### src/rtl/cpu_pkg.sv
// Shared core definitions: bubble values, stall-vector encoding and fetch FSM states.
package cpu_pkg;

  localparam logic [31:0] ZeroWord  = 32'h0000_0000;
  localparam logic [31:0] NOP       = 32'h0000_0013;
  localparam int          STAGE_NUM = 6;
  localparam int          IF_STAGE  = 1;
  localparam logic        Stop      = 1'b1;
  localparam logic        NoStop    = 1'b0;

  typedef logic [1:0] fetch_state_e;
  localparam fetch_state_e REQ  = 2'd0;
  localparam fetch_state_e WAIT = 2'd1;
  localparam fetch_state_e HOLD = 2'd2;

  function automatic logic [31:0] word_align(input logic [31:0] a);
    return {a[31:2], 2'b00};
  endfunction

endpackage

### src/rtl/if_fetch.sv
// Instruction fetch: owns the PC, keeps one imem request in flight and
// presents the fetched word to IF/ID, holding it while IF is stopped.
module if_fetch
  import cpu_pkg::*;
#(
  parameter logic [31:0] RESET_PC = 32'h0000_0000
) (
  input  logic                 clk,
  input  logic                 rstn,
  input  logic [STAGE_NUM-1:0] stall,
  input  logic                 flush,
  input  logic [31:0]          new_pc,
  input  logic                 branch_taken,
  input  logic [31:0]          branch_target,
  output logic                 imem_req,
  output logic [31:0]          imem_addr,
  input  logic                 imem_gnt,
  input  logic                 imem_rvalid,
  input  logic [31:0]          imem_rdata,
  output logic [31:0]          if_pc,
  output logic [31:0]          if_inst,
  output logic                 stallreq_if
);

  logic [31:0]  pc_q;
  logic [31:0]  req_addr_q;
  logic [31:0]  buf_q;
  fetch_state_e state_q;
  logic         drop_q;

  logic         redirect;
  logic [31:0]  target;
  logic [31:0]  pc_inc;
  logic         if_go;
  logic         present_wait;
  logic         present_hold;
  logic         unused_stall;

  assign redirect     = flush | branch_taken;
  assign target       = word_align(flush ? new_pc : branch_target);
  assign pc_inc       = pc_q + 32'd4;
  assign if_go        = (stall[IF_STAGE] == NoStop);
  assign unused_stall = ^stall;

  assign present_wait = (state_q == WAIT) && imem_rvalid && !drop_q && !redirect;
  assign present_hold = (state_q == HOLD) && !redirect;

  always_ff @(posedge clk or negedge rstn) begin
    if (!rstn) begin
      pc_q       <= RESET_PC;
      req_addr_q <= RESET_PC;
      state_q    <= REQ;
      drop_q     <= 1'b0;
    end else begin
      case (state_q)
        REQ: begin
          // The address is frozen until gnt; a redirect only marks the response stale.
          if (redirect) drop_q <= 1'b1;
          if (imem_gnt) state_q <= WAIT;
        end
        WAIT: begin
          if (imem_rvalid) begin
            if (drop_q) begin
              drop_q     <= 1'b0;
              req_addr_q <= redirect ? target : pc_q;
              state_q    <= REQ;
            end else if (redirect) begin
              req_addr_q <= target;
              state_q    <= REQ;
            end else if (if_go) begin
              pc_q       <= pc_inc;
              req_addr_q <= pc_inc;
              state_q    <= REQ;
            end else begin
              state_q    <= HOLD;
            end
          end else if (redirect) begin
            drop_q <= 1'b1;
          end
        end
        HOLD: begin
          if (redirect) begin
            req_addr_q <= target;
            state_q    <= REQ;
          end else if (if_go) begin
            pc_q       <= pc_inc;
            req_addr_q <= pc_inc;
            state_q    <= REQ;
          end
        end
        default: state_q <= REQ;
      endcase
      if (redirect) pc_q <= target;
    end
  end

  // Stopped instruction is parked here; data path needs no reset.
  always_ff @(posedge clk) begin
    if (present_wait && !if_go) buf_q <= imem_rdata;
  end

  assign imem_req    = rstn && (state_q == REQ);
  assign imem_addr   = req_addr_q;
  assign stallreq_if = rstn && ((state_q == REQ) || ((state_q == WAIT) && !imem_rvalid));

  always_comb begin
    if_pc   = ZeroWord;
    if_inst = NOP;
    if (present_wait) begin
      if_pc   = pc_q;
      if_inst = imem_rdata;
    end else if (present_hold) begin
      if_pc   = pc_q;
      if_inst = buf_q;
    end
  end

endmodule

### config.mk
export PLATFORM = sky130hd
export DESIGN_NAME = if_fetch
export DESIGN_NICKNAME = d
export VERILOG_FILES = /design/src/rtl/cpu_pkg.sv /design/src/rtl/if_fetch.sv
export SDC_FILE = /design/constraint.sdc
export NUM_CORES = 1
export LEC_CHECK = 0
export CORE_ASPECT_RATIO = 0.7
export CORE_MARGIN = 2
export CORE_UTILIZATION = 30
export CTS_BUF_LIST = sky130_fd_sc_hd__clkbuf_8
export DETAILED_ROUTE_END_ITERATION = 7
export SLEW_MARGIN = 20
export SYNTH_ARGS = -nofsm -noshare
export SYNTH_HDL_FRONTEND = slang
export SYNTH_SLANG_ARGS = --single-unit
### constraint.sdc
create_clock -name clk -period 2.5 [get_ports clk]
set_input_delay 0.375 -clock clk [delete_from_list [all_inputs] [get_ports clk]]
set_output_delay 0.375 -clock clk [all_outputs]
set_load 0.03 [all_outputs]
Word level (Yosys, flattened, before mapping)
Cells that the tools add are included.
{"block": "classes", "addsub": 1, "n_eq_ne": 7, "n_mux": 27, "bitwise": 1, "n_reduce_logical": 19}
{"op": "32-bit 2-to-1 mux", "n": 14}
{"op": "32-bit case mux with 2 select lines", "n": 2}
{"op": "32-bit by 3-bit adder with 32-bit output, second input constant", "n": 1}
{"op": "2-bit 2-to-1 mux", "n": 7}
{"op": "3-bit inequality test, second input constant", "n": 3}
{"op": "1-bit logical AND", "n": 8}
{"op": "2-bit case mux with 3 select lines", "n": 1}
{"op": "3-bit AND reduction", "n": 2}
{"op": "2-bit inequality test, second input constant", "n": 2}
{"op": "2-bit nonzero test", "n": 2}
{"op": "1-bit logical NOT", "n": 3}
{"op": "3-bit nonzero test", "n": 1}
{"op": "2-bit by 1-bit == test with 1-bit output, second input constant", "n": 1}
{"op": "2-bit == test, second input constant", "n": 1}
{"op": "2-bit logical NOT", "n": 1}
{"op": "1-bit 2-to-1 mux", "n": 2}
{"op": "1-bit case mux with 2 select lines", "n": 1}
{"op": "2-bit AND reduction", "n": 1}
{"op": "1-bit logical OR", "n": 1}
{"op": "1-bit bitwise OR", "n": 1}
{"block": "totals", "reg_bits": 99, "out_inout_bits": 98, "wordCells": 60}

Logic depth before layout (Yosys ltp)
{"block": "depth", "depth_word": 6, "mapped_depth": 8, "mapped_depth_nobuf": 6}

Worst setup path before layout
No wires, ideal clock.
{"block": "synth_path", "kind": "input-to-reg", "start": "in flush", "end": "reg buf_q[0] (enable)", "setup_ps": 421, "t_arrival_ps": 2567, "path_slack_ps": -488, "cell_stages": 5, "n_path_buf": 2, "cell_sequence": "buf_2 nor2_2 clkbuf_1 nand2_1 nor2_1"}
{"block": "synth_between", "elab_chain_cells": 4}
{"element": "from (decl)", "line": "if_fetch.sv:11", "text": "input logic flush,"}
{"element": "1-bit bitwise OR", "line": "if_fetch.sv:39", "text": "assign redirect = flush | branch_taken;"}
{"element": "1-bit logical NOT", "line": "if_fetch.sv:45", "text": "assign present_wait = (state_q == WAIT) && imem_rvalid && !drop_q && !redirect;"}
{"element": "1-bit logical AND", "line": "if_fetch.sv:45"}
{"element": "1-bit logical AND", "line": "if_fetch.sv:99", "text": "if (present_wait && !if_go) buf_q <= imem_rdata;"}
{"element": "to (signal assigned)", "line": "if_fetch.sv:99"}
{"element": "to (decl)", "line": "if_fetch.sv:27", "text": "logic [31:0] buf_q;"}
No other way between the ends.
A chain may end at the register's enable or synchronous reset.

Worst setup path after layout
{"block": "layout_path", "start": "reg drop_q", "end": "out if_inst[6]"}
{"block": "layout_between", "elab_chain_cells": 4}
{"element": "from (decl)", "line": "if_fetch.sv:29", "text": "logic drop_q;"}
{"element": "from (signal assigned)", "line": "if_fetch.sv:53", "text": "drop_q <= 1'b0;"}
{"element": "from (signal assigned)", "line": "if_fetch.sv:58", "text": "if (redirect) drop_q <= 1'b1;"}
{"element": "from (signal assigned)", "line": "if_fetch.sv:64", "text": "drop_q <= 1'b0;"}
{"element": "1-bit logical NOT", "line": "if_fetch.sv:45"}
{"element": "1-bit logical AND (2 in a row)", "line": "if_fetch.sv:45"}
{"element": "32-bit 2-to-1 mux", "line": "if_fetch.sv:109", "text": "if (present_wait) begin"}
{"element": "to (decl)", "line": "if_fetch.sv:21", "text": "output logic [31:0] if_inst,"}
No other way between the ends.

==> flow_metrics.tcl <==
set metrics [dict create \
    outcome "complete, no violations" \
    hold_buffers 0 \
    p_per_area_nw_per_um2 523.5 \
    worstReg2RegStart "pc_q[9]" \
    startpoint "drop_q" \
    synth_edf_count 32 \
    critical_path_class "reg2out" \
    async_flop_share_pct 67.01 \
    final_nets 968 \
    synth.area.top_cells "dfrtp_1 27%, edfxtp_1 16%, a22o_1 5.5%" \
    synth_top_area_share_pct 26.84 \
    dp_hpwl_mm 15.85 \
    grt_use_total_pct 20.34 \
    dieHeight_um 122.9 \
    fin_cells 1135 \
    fin_crit_sh_pct 95.83 \
    dr.pass1.iters 5 \
    internal_power_uw 3170 \
    dp.cells 1117 \
    p_sw_uw 1569 \
    clk_pin_slew_ps 90 \
    max_slew.worst_pin.slew_ps 888.6 \
    grt_pass1_wl_mm 33.67 \
    drt_iter0_markers 610 \
    hp-class "in2async" \
    postSynthAreaPerCell_um2 9.368 \
    grt-ovfl-total 0 \
    vias 6147 \
    arrival_ps 2020 \
    fp-row-count 43 \
    area_delta_synth_final_pct 49.36 \
    start_kind "register" \
    yosys_most_used_dff "dfrtp_1" \
    numClockSinks 97 \
    clock_latency_ps 390 \
    setup_viol 0 \
    htree_levels 3 \
    min_period_ps 2396 \
    finClkSkew_ps 12.38 \
    netlist_instances 647 \
    comb_power_share_pct 30.7 \
    post-route-drc-count 0 \
    num_io_pins 206 \
    slowest_delay_ps 390 \
    crit_top_cell "buf_4" \
    antenna_found_initial 2 \
    die_width_um 173.9 \
    finalHoldViolCount 0 \
    start_util_pct 30.61 \
    required_ps 2120 \
    portBuffers 194 \
    core_region_area_um2 19800 \
    synth.yosys.warnings 0 \
    crit_path_max_fanout 14 \
    via_per_inst 5.416 \
    pwr-share-clk_pct 27.0 \
    syn_area_um2 6061 \
    synth-seq-cells 97 \
    switching_share_pct 33.10 \
    clock.fmax_ghz 0.4174 \
    power_frac_seq_pct 42.3 \
    rsz0062_at_grt "true" \
    drv_cap 0 \
    setup.worst_path.end_class "output port" \
    synth_cell_types 77 \
    wl_mm 22.11 \
    cts_tree "built" \
    cp_slowest_cell "dfrtp_1" \
    leakage_uw 0.003552 \
    clock-root-buffer "clkbuf_8" \
    ant_nets 0 \
    cts_buffers 9 \
    slew_violations 0 \
    relSlewSlack_pct 40.76 \
    yosysSeqAreaShare_pct 42.69 \
    grt_pass1_vias 5706 \
    layout-drive-gt1-share_pct 19.33 \
    setup_tns_ps 0 \
    clk_path_buf_depth 2 \
    wl_per_cell_um 19.48 \
    peakVddDrop_mv 0.2306 \
    fin_util_pct 45.72 \
    die_area_um2 21370 \
    fill_cells 1928 \
    crit_chain "buf_4, nand4bb_1, buf_4, nor2_4, clkbuf_16, a22o_1, buf_4" \
    synth_top_cell_by_area "dfrtp_1" \
    grt_max_degree 66 \
    place_congestion 0.8486 \
]
==> Yosys cell counts (5+ instances only) <==
| cell type | number |
|---|---|
| or3_1 | 5 |
| a2bb2oi_1 | 8 |
| o22ai_1 | 10 |
| nand2_1 | 50 |
| a21oi_1 | 43 |
| and2_1 | 33 |
| xnor2_1 | 12 |
| nand3_1 | 15 |
| xor2_1 | 10 |
| o31ai_1 | 5 |
| o221ai_1 | 7 |
| a22o_1 | 38 |
| nor2_1 | 50 |
| inv_1 | 10 |
| and3_1 | 7 |
| clkbuf_1 | 23 |
| nand4_1 | 12 |
| edfxtp_1 | 32 |
| a31oi_1 | 18 |
| a211oi_1 | 9 |
| o22a_1 | 9 |
| buf_2 | 16 |
| dfrtp_1 | 65 |
| o21ai_0 | 28 |
| buf_4 | 8 |
| nor3_1 | 10 |
| nand2b_1 | 7 |
| a221o_1 | 5 |
| a22oi_1 | 20 |
| nor4_1 | 5 |
==> metal layers <==
layer | up-vias | GRT usage (%) | routed length, µm
li1 | 2885 | - | -
met1 | 2965 | 30.06 | 10680
met2 | 278 | 28.96 | 9089
met3 | 19 | 6.242 | 2107
met4 | 0 | 4.412 | 234
met5 | - | 0 | 0
==> repair_timing <==
item,4_1_cts,5_1_grt
resized for setup,2,2
setup buffers,0,0
endpoints found under the setup margin,2,5
gates cloned,0,1
==> cell type report <==
cell class	count	area [µm²]	share of cell area, %
tap	270	337.8	3.732
inverter	10	37.54	0.4147
sequential	97	2587	28.58
timing repair buffer	258	2708	29.91
antenna	1	2.502	0.02764
clock inverter	6	105.1	1.161
multi-input combinational	483	3137	34.65
clock buffer	10	137.6	1.520
==> sequential cells by signal, indices dropped and copies added (netlist names) <==
name and flops:
state_q 2, buf_q 32, pc_q 30, imem_addr 32, drop_q 1
==> cell usage in the layout (no fill, tap or decap), types with 5 or more instances in the layout <==
master / Yosys / routed
and2_1: 33 / 33
dfrtp_1: 65 / 65
a22oi_1: 20 / 20
and3_1: 7 / 7
nor3_1: 10 / 10
nand2_1: 50 / 50
clkdlybuf4s50_1: 0 / 131
buf_4: 8 / 89
nand4_1: 12 / 12
nand3_1: 15 / 15
clkbuf_8: 4 / 10
xor2_1: 10 / 10
edfxtp_1: 32 / 32
o22ai_1: 10 / 10
xnor2_1: 12 / 12
a22o_1: 38 / 38
buf_12: 0 / 34
a2bb2oi_1: 8 / 8
a211oi_1: 9 / 9
o221ai_1: 7 / 7
nor2_1: 50 / 47
or3_1: 5 / 5
nor4_1: 5 / 5
a221o_1: 5 / 5
nand2b_1: 7 / 6
a21oi_1: 43 / 42
o21ai_0: 28 / 28
o31ai_1: 5 / 5
o22a_1: 9 / 9
inv_1: 10 / 10
a31oi_1: 18 / 18
==> critical path: cells and delay by family (launching register included) <==
family | cells | cell delay, ps
buffers and inverters | 4 | 710
flip-flops | 1 | 390
AND/OR/NAND/NOR | 2 | 390
AO/OA/AOI/OAI | 1 | 140
==> stage by stage <==
step	setup WS (ps)	hold slack, ps	cell area (µm²)	total power [µW]
floorplan	35.46	79.41	6067	2763
global placement	-11.62	466.4	8777	3467
detailed placement	-3.335	472.6	8777	3477
CTS	72.81	267.8	9017	4764
global route	-14.27	290.9	9050	4975
finish	104.1	231.7	9052	4739
==> power groups by stage <==
stage	registers (µW)	clock network, µW	logic [µW]
after CTS	2000	1310	1450
after detailed placement	2030	0	1450
after floorplan	2180	0	580
after global placement	2030	0	1440
after global routing	2030	1380	1560
final	2010	1280	1450
==> cell families (layout without fill, tap and decap cells) <==
kind of cell / after synthesis / after routing / share of synthesized area (%)
compound gates: 236 / 236 / 27.87
xor+xnor: 22 / 22 / 3.179
fa+ha+maj: 1 / 1 / 0.2064
buf+inv: 68 / 284 / 5.966
flops: 97 / 97 / 42.69
mux: 5 / 5 / 0.9289
other cells: 1 / 3 / 0.06187
simple gates: 217 / 217 / 19.10
==> final timing paths <==
path	cells past startpoint	slack (ps)	to
worst max-delay path	7	100	if_inst[6]
worst min-delay path	2	230	imem_addr[27]
worst max register to register	5	340	imem_addr[27]
worst min register to register	2	490	imem_addr[3]
max in group asynchronous	2	1680	pc_q[6]
min in group clk	2	490	imem_addr[3]
(Power assumes the default switching activity.)
==> variant: new RTL, same settings <==
Register the input `branch_target` before use, cleared by the reset. The logic sees it one clock later. The other inputs are not delayed to match.
--- a/src/rtl/if_fetch.sv
+++ b/src/rtl/if_fetch.sv
@@ -24,2 +24,12 @@
 
+  logic [31:0] branch_target_q;
+
+  always_ff @(posedge clk or negedge rstn) begin
+    if (!rstn) begin
+      branch_target_q <= '0;
+    end else begin
+      branch_target_q <= branch_target;
+    end
+  end
+
   logic [31:0]  pc_q;
@@ -39,3 +49,3 @@
   assign redirect     = flush | branch_taken;
-  assign target       = word_align(flush ? new_pc : branch_target);
+  assign target       = word_align(flush ? new_pc : branch_target_q);
   assign pc_inc       = pc_q + 32'd4;
Function: changed (a bounded check fails within 4 cycles, from zero or initial values and one cycle with rstn low).
==> variant against the unedited design <==
- wire length grew 12%
- cell area grew 13%
- sequential share of layout area grew 4.1 points
- count of clock-buffer cells in the layout grew 7
- via count grew 6.9%
- clock power grew 69%
- power grew 30%
- area after synthesis grew 15%
- core utilization shrank 0.71 points
- sequential cell count grew 30
- setup slack lost 0.036 ns
- critical path type unchanged
- clock skew shrank 0.00090 ns
- largest cell class is now sequential cells
==> variant: results (changes against the unedited design) <==
[routing]
met1_length_mm=11.8  ; +10%
routed_wl_mm=24.7  ; +12%
routed-wl-met3_mm=2.20  ; +4.4%
met2WireLength_mm=10.3  ; +14%
routedWlPerCell_um=20.0  ; +2.9%

[clock_network]
insertion_delay_ns=0.46  ; +0.07 ns
ctsHtreeMaxLevel=4  ; +1
cts_buffers=17  ; +8

[timing]
worst_pin_slew_ns=0.564  ; -0.324 ns
finClkSkew_ns=0.0115  ; -0.000901 ns

[final_layout]
nMultiInputCombCells=487  ; +0.83%
multi_input_area_um2=3280  ; +4.5%
fillCellCount=2157  ; +12%
num-nonclk-buffers=265  ; +2.7%
clockNetworkAreaShare_pct=4.57  ; +1.9 points
stdcell_area_um2=10200  ; +13%
inv_count=7  ; -3
fin_nets=1014  ; +4.8%
seq_cells=127  ; +31%

[worst_setup_path]
cp.arrival_ns=2.06  ; +0.04 ns
cp-endpoint=if_pc[13]
slowest_delay_ns=0.49  ; +0.10 ns
ff2ff_setup_slack_ns=0.38  ; +0.04 ns

[place]
dp_cells=1197  ; +7.2%
placed_area_um2=9700  ; +11%
dp_hpwl_mm=17.4  ; +9.5%
gp_congestion=0.827  ; -2.5%

[synthesis]
ys_seq_area_share_pct=47.9  ; +5.2 points
synth_commonest_cells=95 x dfrtp_1, 55 x nand2_1, 44 x a21oi_1
synth_fa_ha_area_share_pct=0.180  ; -0.027 points
postSynth.asyncResetShare_pct=74.8  ; +7.8 points
synth-xor-area-share_pct=2.77  ; -0.41 points

[global_route]
grt_pass1_wl_mm=36.8  ; +9.4%
grt_start_max_net_pins=96  ; +45%
grt_pass1_vias=6224  ; +9.1%
grtUsageMet3_pct=5.68  ; -0.56 points

[outcome]
status=finished, final reports clean

[power]
ir_drop_uv=397  ; +72%

[variant: changes by cell type after synthesis, moves of 5 or more]
cell	unedited run	this run
nand3_1	15	22
clkbuf_1	23	16
xnor2_1	12	17
dfrtp_1	65	95
o21a_1	4	11
xor2_1	10	5
o221ai_1	7	1
nor2_1	50	33
a221o_1	5	12
buf_2	16	30
nand2_1	50	55
[variant: power by group through the flow]
stage | combinational (mW) | clock, mW | sequential (mW)
after global placement | 1.49 | 0 | 2.54
after global routing | 1.61 | 2.30 | 2.54
final | 1.51 | 2.16 | 2.51
after detailed placement | 1.50 | 0 | 2.55
after floorplan | 0.620 | 0 | 2.70
after CTS | 1.51 | 2.22 | 2.51
[variant: repair_timing]
| item | in CTS | in global routing |
|---|---|---|
| endpoints found under the setup margin | 49 | 33 |
| buffers inserted | 0 | 1 |
| pin swaps | 0 | 0 |
| gates cloned | 0 | 0 |
| resized for setup | 8 | 5 |
